### src/rtl/lcd_overlay_engine.sv
// lcd_overlay_engine: parallel-RGB panel timing with background plus prioritised rectangle overlay, programmed over a byte port
module lcd_overlay_engine #(
  parameter int H_ACTIVE = 480,
  parameter int H_FP = 2,
  parameter int H_SYNC = 41,
  parameter int H_BP = 2,
  parameter int V_ACTIVE = 272,
  parameter int V_FP = 2,
  parameter int V_SYNC = 10,
  parameter int V_BP = 2,
  parameter int CLK_DIV = 4,
  parameter int NUM_RECT = 4,
  parameter bit SYNC_ACTIVE_LOW = 1'b1
) (
  input  logic       Clk,
  input  logic       Reset,
  input  logic [7:0] fpga_port_in,
  input  logic       fpga_rsel,
  input  logic       fpga_write,
  output logic [7:0] R,
  output logic [7:0] G,
  output logic [7:0] B,
  output logic       DEN,
  output logic       HSYNC,
  output logic       VSYNC,
  output logic       DISP_CLK,
  output logic       DISP_EN,
  output logic       led_1,
  output logic       led_2
);
  localparam logic [9:0] HA = 10'(H_ACTIVE);
  localparam logic [9:0] HS0 = 10'(H_ACTIVE + H_FP);
  localparam logic [9:0] HS1 = 10'(H_ACTIVE + H_FP + H_SYNC);
  localparam logic [9:0] HL = 10'(H_ACTIVE + H_FP + H_SYNC + H_BP - 1);
  localparam logic [9:0] VA = 10'(V_ACTIVE);
  localparam logic [9:0] VS0 = 10'(V_ACTIVE + V_FP);
  localparam logic [9:0] VS1 = 10'(V_ACTIVE + V_FP + V_SYNC);
  localparam logic [9:0] VL = 10'(V_ACTIVE + V_FP + V_SYNC + V_BP - 1);
  localparam int PW = $clog2(CLK_DIV);

  typedef struct packed {
    logic [9:0]  x0;
    logic [9:0]  y0;
    logic [9:0]  x1;
    logic [9:0]  y1;
    logic [23:0] col;
    logic        en;
  } rect_t;

  logic [9:0] sy1, sy2;
  logic wr_d, wr_evt, rs, set_c, commit, tick, enable, pending, s_tp, a_tp, den_c;
  logic [7:0] d, addr;
  logic [PW-1:0] phase, phase_n;
  logic [9:0] x, y;
  logic [23:0] s_bg, a_bg, col;
  logic [2:0] bar;
  rect_t s_rect [NUM_RECT];
  rect_t a_rect [NUM_RECT];

  assign wr_evt = sy2[9] & ~wr_d;
  assign rs = sy2[8];
  assign d = sy2[7:0];
  assign set_c = wr_evt && rs && addr == 8'h00 && d[7];
  assign tick = phase == '0;
  assign phase_n = phase == PW'(CLK_DIV - 1) ? '0 : phase + PW'(1);
  assign commit = tick && x == '0 && y == VA;
  assign den_c = enable && x < HA && y < VA;
  assign DISP_EN = enable;
  assign led_2 = pending;

  always_ff @(posedge Clk) begin
    if (Reset) begin
      sy1 <= '0;
      sy2 <= '0;
      wr_d <= 1'b0;
    end else begin
      sy1 <= {fpga_write, fpga_rsel, fpga_port_in};
      sy2 <= sy1;
      wr_d <= sy2[9];
    end
  end

  always_ff @(posedge Clk) begin
    if (Reset) begin
      addr <= '0;
      enable <= 1'b0;
      pending <= 1'b0;
      s_tp <= 1'b0;
      a_tp <= 1'b0;
      s_bg <= '0;
      a_bg <= '0;
      led_1 <= 1'b0;
      for (int i = 0; i < NUM_RECT; i++) begin
        s_rect[i] <= '0;
        a_rect[i] <= '0;
      end
    end else begin
      if (commit) begin
        led_1 <= ~led_1;
        if (pending) begin
          a_tp <= s_tp;
          a_bg <= s_bg;
          a_rect <= s_rect;
        end
      end
      pending <= commit ? set_c : pending | set_c;
      if (wr_evt && !rs) addr <= d;
      if (wr_evt && rs) begin
        addr <= addr + 8'd1;
        if (addr == 8'h00) begin
          enable <= d[0];
          s_tp <= d[1];
        end
        if (addr == 8'h01) s_bg[23:16] <= d;
        if (addr == 8'h02) s_bg[15:8] <= d;
        if (addr == 8'h03) s_bg[7:0] <= d;
        for (int i = 0; i < NUM_RECT; i++)
          if (addr[7:4] == 4'(i + 1))
            case (addr[3:0])
              4'd0: s_rect[i].x0[7:0] <= d;
              4'd1: s_rect[i].x0[9:8] <= d[1:0];
              4'd2: s_rect[i].y0[7:0] <= d;
              4'd3: s_rect[i].y0[9:8] <= d[1:0];
              4'd4: s_rect[i].x1[7:0] <= d;
              4'd5: s_rect[i].x1[9:8] <= d[1:0];
              4'd6: s_rect[i].y1[7:0] <= d;
              4'd7: s_rect[i].y1[9:8] <= d[1:0];
              4'd8: s_rect[i].col[23:16] <= d;
              4'd9: s_rect[i].col[15:8] <= d;
              4'd10: s_rect[i].col[7:0] <= d;
              4'd11: s_rect[i].en <= d[0];
              default: ;
            endcase
      end
    end
  end

  always_comb begin
    col = a_bg;
    for (int i = NUM_RECT - 1; i >= 0; i--)
      if (a_rect[i].en && x >= a_rect[i].x0 && x <= a_rect[i].x1 && y >= a_rect[i].y0 && y <= a_rect[i].y1)
        col = a_rect[i].col;
    bar = '0;
    for (int k = 1; k < 8; k++)
      if (x >= 10'(k * (H_ACTIVE / 8))) bar = 3'(k);
    col = a_tp ? {{8{~bar[1]}}, {8{~bar[2]}}, {8{~bar[0]}}} : col;
  end

  always_ff @(posedge Clk) begin
    if (Reset) begin
      phase <= '0;
      DISP_CLK <= 1'b0;
      x <= '0;
      y <= '0;
      {R, G, B} <= '0;
      DEN <= 1'b0;
      HSYNC <= SYNC_ACTIVE_LOW;
      VSYNC <= SYNC_ACTIVE_LOW;
    end else begin
      phase <= phase_n;
      DISP_CLK <= phase_n >= PW'(CLK_DIV / 2);
      if (tick) begin
        x <= x == HL ? '0 : x + 10'd1;
        y <= x == HL ? (y == VL ? '0 : y + 10'd1) : y;
        {R, G, B} <= den_c ? col : '0;
        DEN <= den_c;
        HSYNC <= (x >= HS0 && x < HS1) ^ SYNC_ACTIVE_LOW;
        VSYNC <= (y >= VS0 && y < VS1) ^ SYNC_ACTIVE_LOW;
      end
    end
  end
endmodule

### config.mk
export PLATFORM = sky130hd
export DESIGN_NAME = lcd_overlay_engine
export DESIGN_NICKNAME = d
export VERILOG_FILES = /design/src/rtl/lcd_overlay_engine.sv
export SDC_FILE = /design/constraint.sdc
export NUM_CORES = 2
export LEC_CHECK = 0
export CAP_MARGIN = 40
export CORE_ASPECT_RATIO = 0.5
export CORE_MARGIN = 4
export CORE_UTILIZATION = 45
export DETAILED_ROUTE_END_ITERATION = 12
export DONT_BUFFER_PORTS = 1
export GPL_ROUTABILITY_DRIVEN = 0
export PLACE_DENSITY = 0.67
export SLEW_MARGIN = 20
export SYNTH_ARGS = -nofsm -noshare
export SYNTH_HDL_FRONTEND = slang
export SYNTH_SLANG_ARGS = --single-unit
export TNS_END_PERCENT = 5
### constraint.sdc
create_clock -name Clk -period 2.75 [get_ports Clk]
set_input_delay 0.4125 -clock Clk [delete_from_list [all_inputs] [get_ports Clk]]
set_output_delay 0.4125 -clock Clk [all_outputs]
set_load 0.02 [all_outputs]
# ---- After elaboration in Yosys (flattened, before gate mapping)
# Cells that the tools add are included.
dict set report word_totals {
  out_inout_bits 31
  input_bits 12
  word_cells 265
  ff_bits 652
}
dict set report op_classes {
  addsub 4
  n_lt_le_gt_ge 30
  bitwise 9
  muxes 19
  n_reduce_logical 86
  n_eq_ne 22
}
# operator n
set ops {}
lappend ops {{$mux W24} 6}
lappend ops {{$reduce_and A3 Y1} 48}
lappend ops {{$ge A10 B10 Y1} 8}
lappend ops {{$le A10 B10 Y1} 8}
lappend ops {{$ge A10 B9 Y1 const B} 5}
lappend ops {{$lt A10 B9 Y1 const B} 3}
lappend ops {{$logic_and A1 B1 Y1} 26}
lappend ops {{$add A10 B1 Y10 const B} 2}
lappend ops {{$eq A10 B9 Y1 const B} 2}
lappend ops {{$eq A4 B3 Y1 const B} 5}
lappend ops {{$ge A10 B8 Y1 const B} 2}
lappend ops {{$mux W10} 2}
lappend ops {{$mux W3} 6}
lappend ops {{$eq A4 B2 Y1 const B} 4}
lappend ops {{$eq A4 B4 Y1 const B} 4}
lappend ops {{$eq A8 B2 Y1 const B} 2}
lappend ops {{$mux W8} 2}
lappend ops {{$reduce_and A2 Y1} 6}
lappend ops {{$eq A10 B10 Y1 const B} 1}
lappend ops {{$ge A10 B6 Y1 const B} 1}
lappend ops {{$ge A10 B7 Y1 const B} 1}
lappend ops {{$logic_not A10 Y1} 1}
lappend ops {{$lt A10 B10 Y1 const B} 1}
lappend ops {{$add A8 B1 Y8 const B} 1}
lappend ops {{15 further kinds} 23}

# ---- Longest topological paths before layout
dict set report depth {
  word_depth 11
  depth_mapped 11
  mapped_depth_nobuf 10
}

# ---- Worst setup path after synthesis
# Ideal clock, no wire load.
dict set report synth_timing {
  path_type {flip-flop to flip-flop}
  startpoint {reg x[3]}
  endpoint {reg R[2]}
  t_arrival_ns 2.788
  required_ns 2.634
  n_path_buf 1
  stages_incl_launch_ff 11
  setup_ns 0.116
  slack_ns -0.155
  synth_period_minus_slack_ns 2.905
  cell_sequence {dfxtp_1 ha_1 a21o_1 a21o_1 a2111oi_2 o22ai_1 a211oi_4 buf_4 mux2i_1 nand2_1 a31o_2}
}
dict set report synth_between {
  elab_chain_len 11
  elab_cells_between_ends 46
  classes_between {15 x order compare; 12 x mux; 1 x bitwise; 18 x reduce/logical}
}
# element line_no
set synth_rtl {}
lappend synth_rtl {{start: declaration} 54} ;# logic [9:0] x, y;
lappend synth_rtl {{start signal: assignment} 163} ;# x <= x == HL ? '0 : x + 10'd1;
lappend synth_rtl {{$ge A10 B10 Y1} 141} ;# if (a_rect[i].en && x >= a_rect[i].x0 && x <= a_rect[i].x1 && y >= a_rect[i].y0 && y <= a_rect[i].y1)
lappend synth_rtl {{$logic_and A1 B1 Y1 (4 in series)} 141}
lappend synth_rtl {{$mux W24 (4 in series)} 141}
lappend synth_rtl {{$mux W24} 146} ;# col = a_tp ? {{8{~bar[1]}}, {8{~bar[2]}}, {8{~bar[0]}}} : col;
lappend synth_rtl {{$mux W24 *} 165} ;# {R, G, B} <= den_c ? col : '0;
lappend synth_rtl {{end signal: assignment} 165}
lappend synth_rtl {{end: declaration} 20} ;# output logic [7:0] R,
# Mark *: on every way between the ends. The rest lies on a longest branch, timed or not.
# A chain may end at the register's enable or synchronous reset.

# ---- Worst setup path after layout
dict set report layout_timing {
  startpoint {reg x[5]}
  endpoint {reg R[7]}
}
# The elaborated chain is that of the path after synthesis.

==> results.sh <==
export IMPL_dr_pass1_iters=6
export IMPL_io_pins=43
export IMPL_rsz0062_at_grt="yes"
export IMPL_grt_pass1_vias=23840
export IMPL_netlist_top_cells_area="dfxtp_1, nand2_1, mux2i_1, a21oi_1, ha_1"
export IMPL_synth_seq_area_share_pct=46.01
export IMPL_syn_nets=3621
export IMPL_syn_inst=3438
export IMPL_grt_pass1_wl_microns=130100
export IMPL_antenna_cells=0
export IMPL_maxSlewViolCount=0
export IMPL_yosysTopAreaCell="dfxtp_1"
export IMPL_path_clk_slew_ns=0.07
export IMPL_cp_max_fo=5
export IMPL_fin_cells=4570
export IMPL_tightest_slew_ns=0.9514
export IMPL_areaGrowthSynthToFinish_pct=25.61
export IMPL_report_final_setup_viol=16
export IMPL_synth_top_area_share_pct=46.01
export IMPL_vias_per_cell=5.452
export IMPL_grt_util_all_layers_pct=23.86
export IMPL_crit_arrival_ns=3.36
export IMPL_seq_power_share_pct=50.1
export IMPL_whs_path_depth=1
export IMPL_clockBufferDepth=3
export IMPL_tritoncts="done"
export IMPL_cts_buffers=57
export IMPL_rows=64
export IMPL_r2r_start="x[5]"
export IMPL_hold_path_startpoint="Reset"
export IMPL_drive_gt1_share_pct=12.18
export IMPL_drtAntennaViolNets=0
export IMPL_p_comb_share_pct=4.0
export IMPL_fin_nets=3881
export IMPL_worstSkewPairLatency_ns=0.64
export IMPL_wire_per_inst_microns=18.44
export IMPL_syn_avg_cell_area_sq_um=8.239
export IMPL_r2r_cells=13
export IMPL_clock_sinks=651
export IMPL_maxSlewHeadroom_pct=36.57
export IMPL_num_vias=24920
export IMPL_violations="negative setup slack"
export IMPL_die_area_sq_um=67270
export IMPL_ys_ff_latch=651
export IMPL_maxCapViolations=0
export IMPL_pwr_share_clk_pct=45.9
export IMPL_yosys_most_used_dff="dfxtp_1"
export IMPL_fillers=5185
export IMPL_grt_max_degree=615
export IMPL_dp_slack_ns=-0.4154
export IMPL_synth_edf_count=0
export IMPL_p_sw_share_pct=22.93
export IMPL_powerDensity_nw_per_um2=533.9
export IMPL_fin_crit_ns=2.828
export IMPL_r2r_slack_ns=-0.08
export IMPL_timing_fmax_mhz=353.6
export IMPL_hold_violations=0
export IMPL_p_int_w=0.01464
export IMPL_hp_class="primary input to flop"
export IMPL_drc_errors=0
export IMPL_p_sw_w=0.004355
export IMPL_die_y_microns=185.4
export IMPL_min_to="a_rect[42]"
export IMPL_fin_ws_ns=-0.07775
export IMPL_start_util_pct=45.88
export IMPL_cts_root_buf="clkbuf_16"
export IMPL_p_leak_nw=13.60
export IMPL_clock_skew_ns=0.03623
export IMPL_antenna_found_initial=1
export IMPL_wirelength_microns=84270
export IMPL_cp_end_kind="flop"
export IMPL_syn_area_sq_um=28330
export IMPL_coreArea_sq_um=61740
export IMPL_required_ns=3.29
export IMPL_dp_hpwl_microns=50690
export IMPL_drt_iter0_drc=2239
export IMPL_synth_async_reset_ratio_pct=0
export IMPL_vdd_drop_max_uv=515.7
export IMPL_ys_types=60
export IMPL_place_inst=4213
export IMPL_overflow=0
export IMPL_io_buffer_count=0
export IMPL_cts_htree_levels=2
export IMPL_fin_crit_sh_pct=102.8
export IMPL_crit_type="flop to flop"
export IMPL_cp_start_kind="flop"
export IMPL_ys_warn_count=0
export IMPL_reg2reg_to="R[7]"
export IMPL_status="complete, but fails checks"
export IMPL_dieWidth_microns=362.8
[power groups by stage]
| stage | clock network, W | registers, W | logic (W) |
|---|---|---|---|
| floorplan | 0 | 0.00970 | 0.000444 |
| global placement | 0 | 0.00973 | 0.000549 |
| detailed placement | 0 | 0.00973 | 0.000553 |
| CTS | 0.00880 | 0.00951 | 0.000631 |
| global route | 0.00922 | 0.00950 | 0.000816 |
| finish | 0.00872 | 0.00951 | 0.000760 |
[synthesized netlist by cell type, types with 27 or more instances]
cell type  instances
dfxtp_1          651
nand2_1          749
o21ai_0          125
mux2i_1          229
a21oi_1          436
nand3_1           39
clkbuf_1         179
a31oi_1           27
nor2_1           323
buf_2             29
nor2b_1           42
inv_1            184
ha_1             171
[metal layers]
metal / global-route usage, % / wire length (microns)
met1: 32.56 / 37310
met2: 39.30 / 38560
met5: 0 / 0
met3: 3.614 / 5929
met4: 7.303 / 2470
[state kept, by name, summed over array words and instances, names as in the netlist, 8 cells and up]
name,flops
a_rect,260
s_rect,260
a_bg,24
s_bg,24
sy1,10
sy2,10
x,10
y,10
B,8
G,8
R,8
addr,8
[cell usage in the layout (no fill, tap or decap), types with 26 or more instances in the layout]
cell	count
dfxtp_1	623
nand2_1	747
buf_12	30
ha_1	150
nand4_1	26
nor2b_1	40
nand3_1	35
a31oi_1	26
inv_1	182
nor2_1	319
clkbuf_16	57
mux2i_1	215
buf_4	143
o21ai_0	119
a21oi_1	428
dlygate4sd3_1	222
[cell type report]
class | count | area [sq um] | share of cell area (%)
sequential | 651 | 13090 | 36.78
tap | 825 | 1032 | 2.901
inverter | 184 | 690.7 | 1.941
timing repair buffer | 418 | 4240 | 11.92
clock buffer | 73 | 1597 | 4.487
multi-input combinational | 2386 | 14490 | 40.73
clock inverter | 33 | 441.7 | 1.241
[logic make-up (layout without fill, tap and decap cells)]
logic type | Yosys count | after routing | share of synthesized area (%)
muxes | 229 | 229 | 8.092
DFF | 651 | 651 | 46.01
AOI/OAI and AO/OA | 705 | 705 | 14.10
xor gates and xnor gates | 16 | 16 | 0.4947
adders and majority gates | 171 | 171 | 7.553
and+or+nand+nor | 1265 | 1265 | 18.26
buffers and inverters | 401 | 708 | 5.495
[through the flow]
step	utilization, %	power (W)	instance area [sq um]	setup TNS [ns]	hold WS, ns
floorplan	-	0.01014	28330	0	0.4138
global placement	48.75	0.01028	30100	-8.294	0.4161
detailed placement	48.75	0.01028	30100	-7.235	0.4202
finish	57.63	0.01900	35580	-0.6709	0.09652
CTS	56.53	0.01894	34900	-0.9844	-0.1175
global route	57.63	0.01955	35580	-2.421	0.02053
[worst max-delay path, stage by stage, from the launching register on]
cell and delay (ns):
dfxtp_4 0.36, buf_6 0.14, ha_4 0.27, nand4_1 0.15, buf_4 0.18, o31ai_4 0.36, o22ai_4 0.13, a211oi_4 0.17
buf_6 0.17, buf_12 0.14, buf_8 0.12, mux2i_4 0.24, nand2_1 0.08, a31o_2 0.23
[how the worst max path moves through the flow]
stage / from / to / cells after the start
after global placement: x[5] / R[4] / 11
after floorplan: x[0] / B[0] / 11
after CTS: y[6] / R[3] / 14
after global routing: a_rect[162] / B[0] / 12
final: x[5] / R[7] / 13
after detailed placement: x[5] / R[4] / 11
[what timing repair did]
action	in CTS	in global routing
endpoints found under the setup margin	24	413
cloned	3	0
hold buffers	221	3
hold endpoints to repair	604	101
setup buffers	9	16
pin swaps	16	48
resized for setup	77	103
Power figures use the tool's default switching activity.
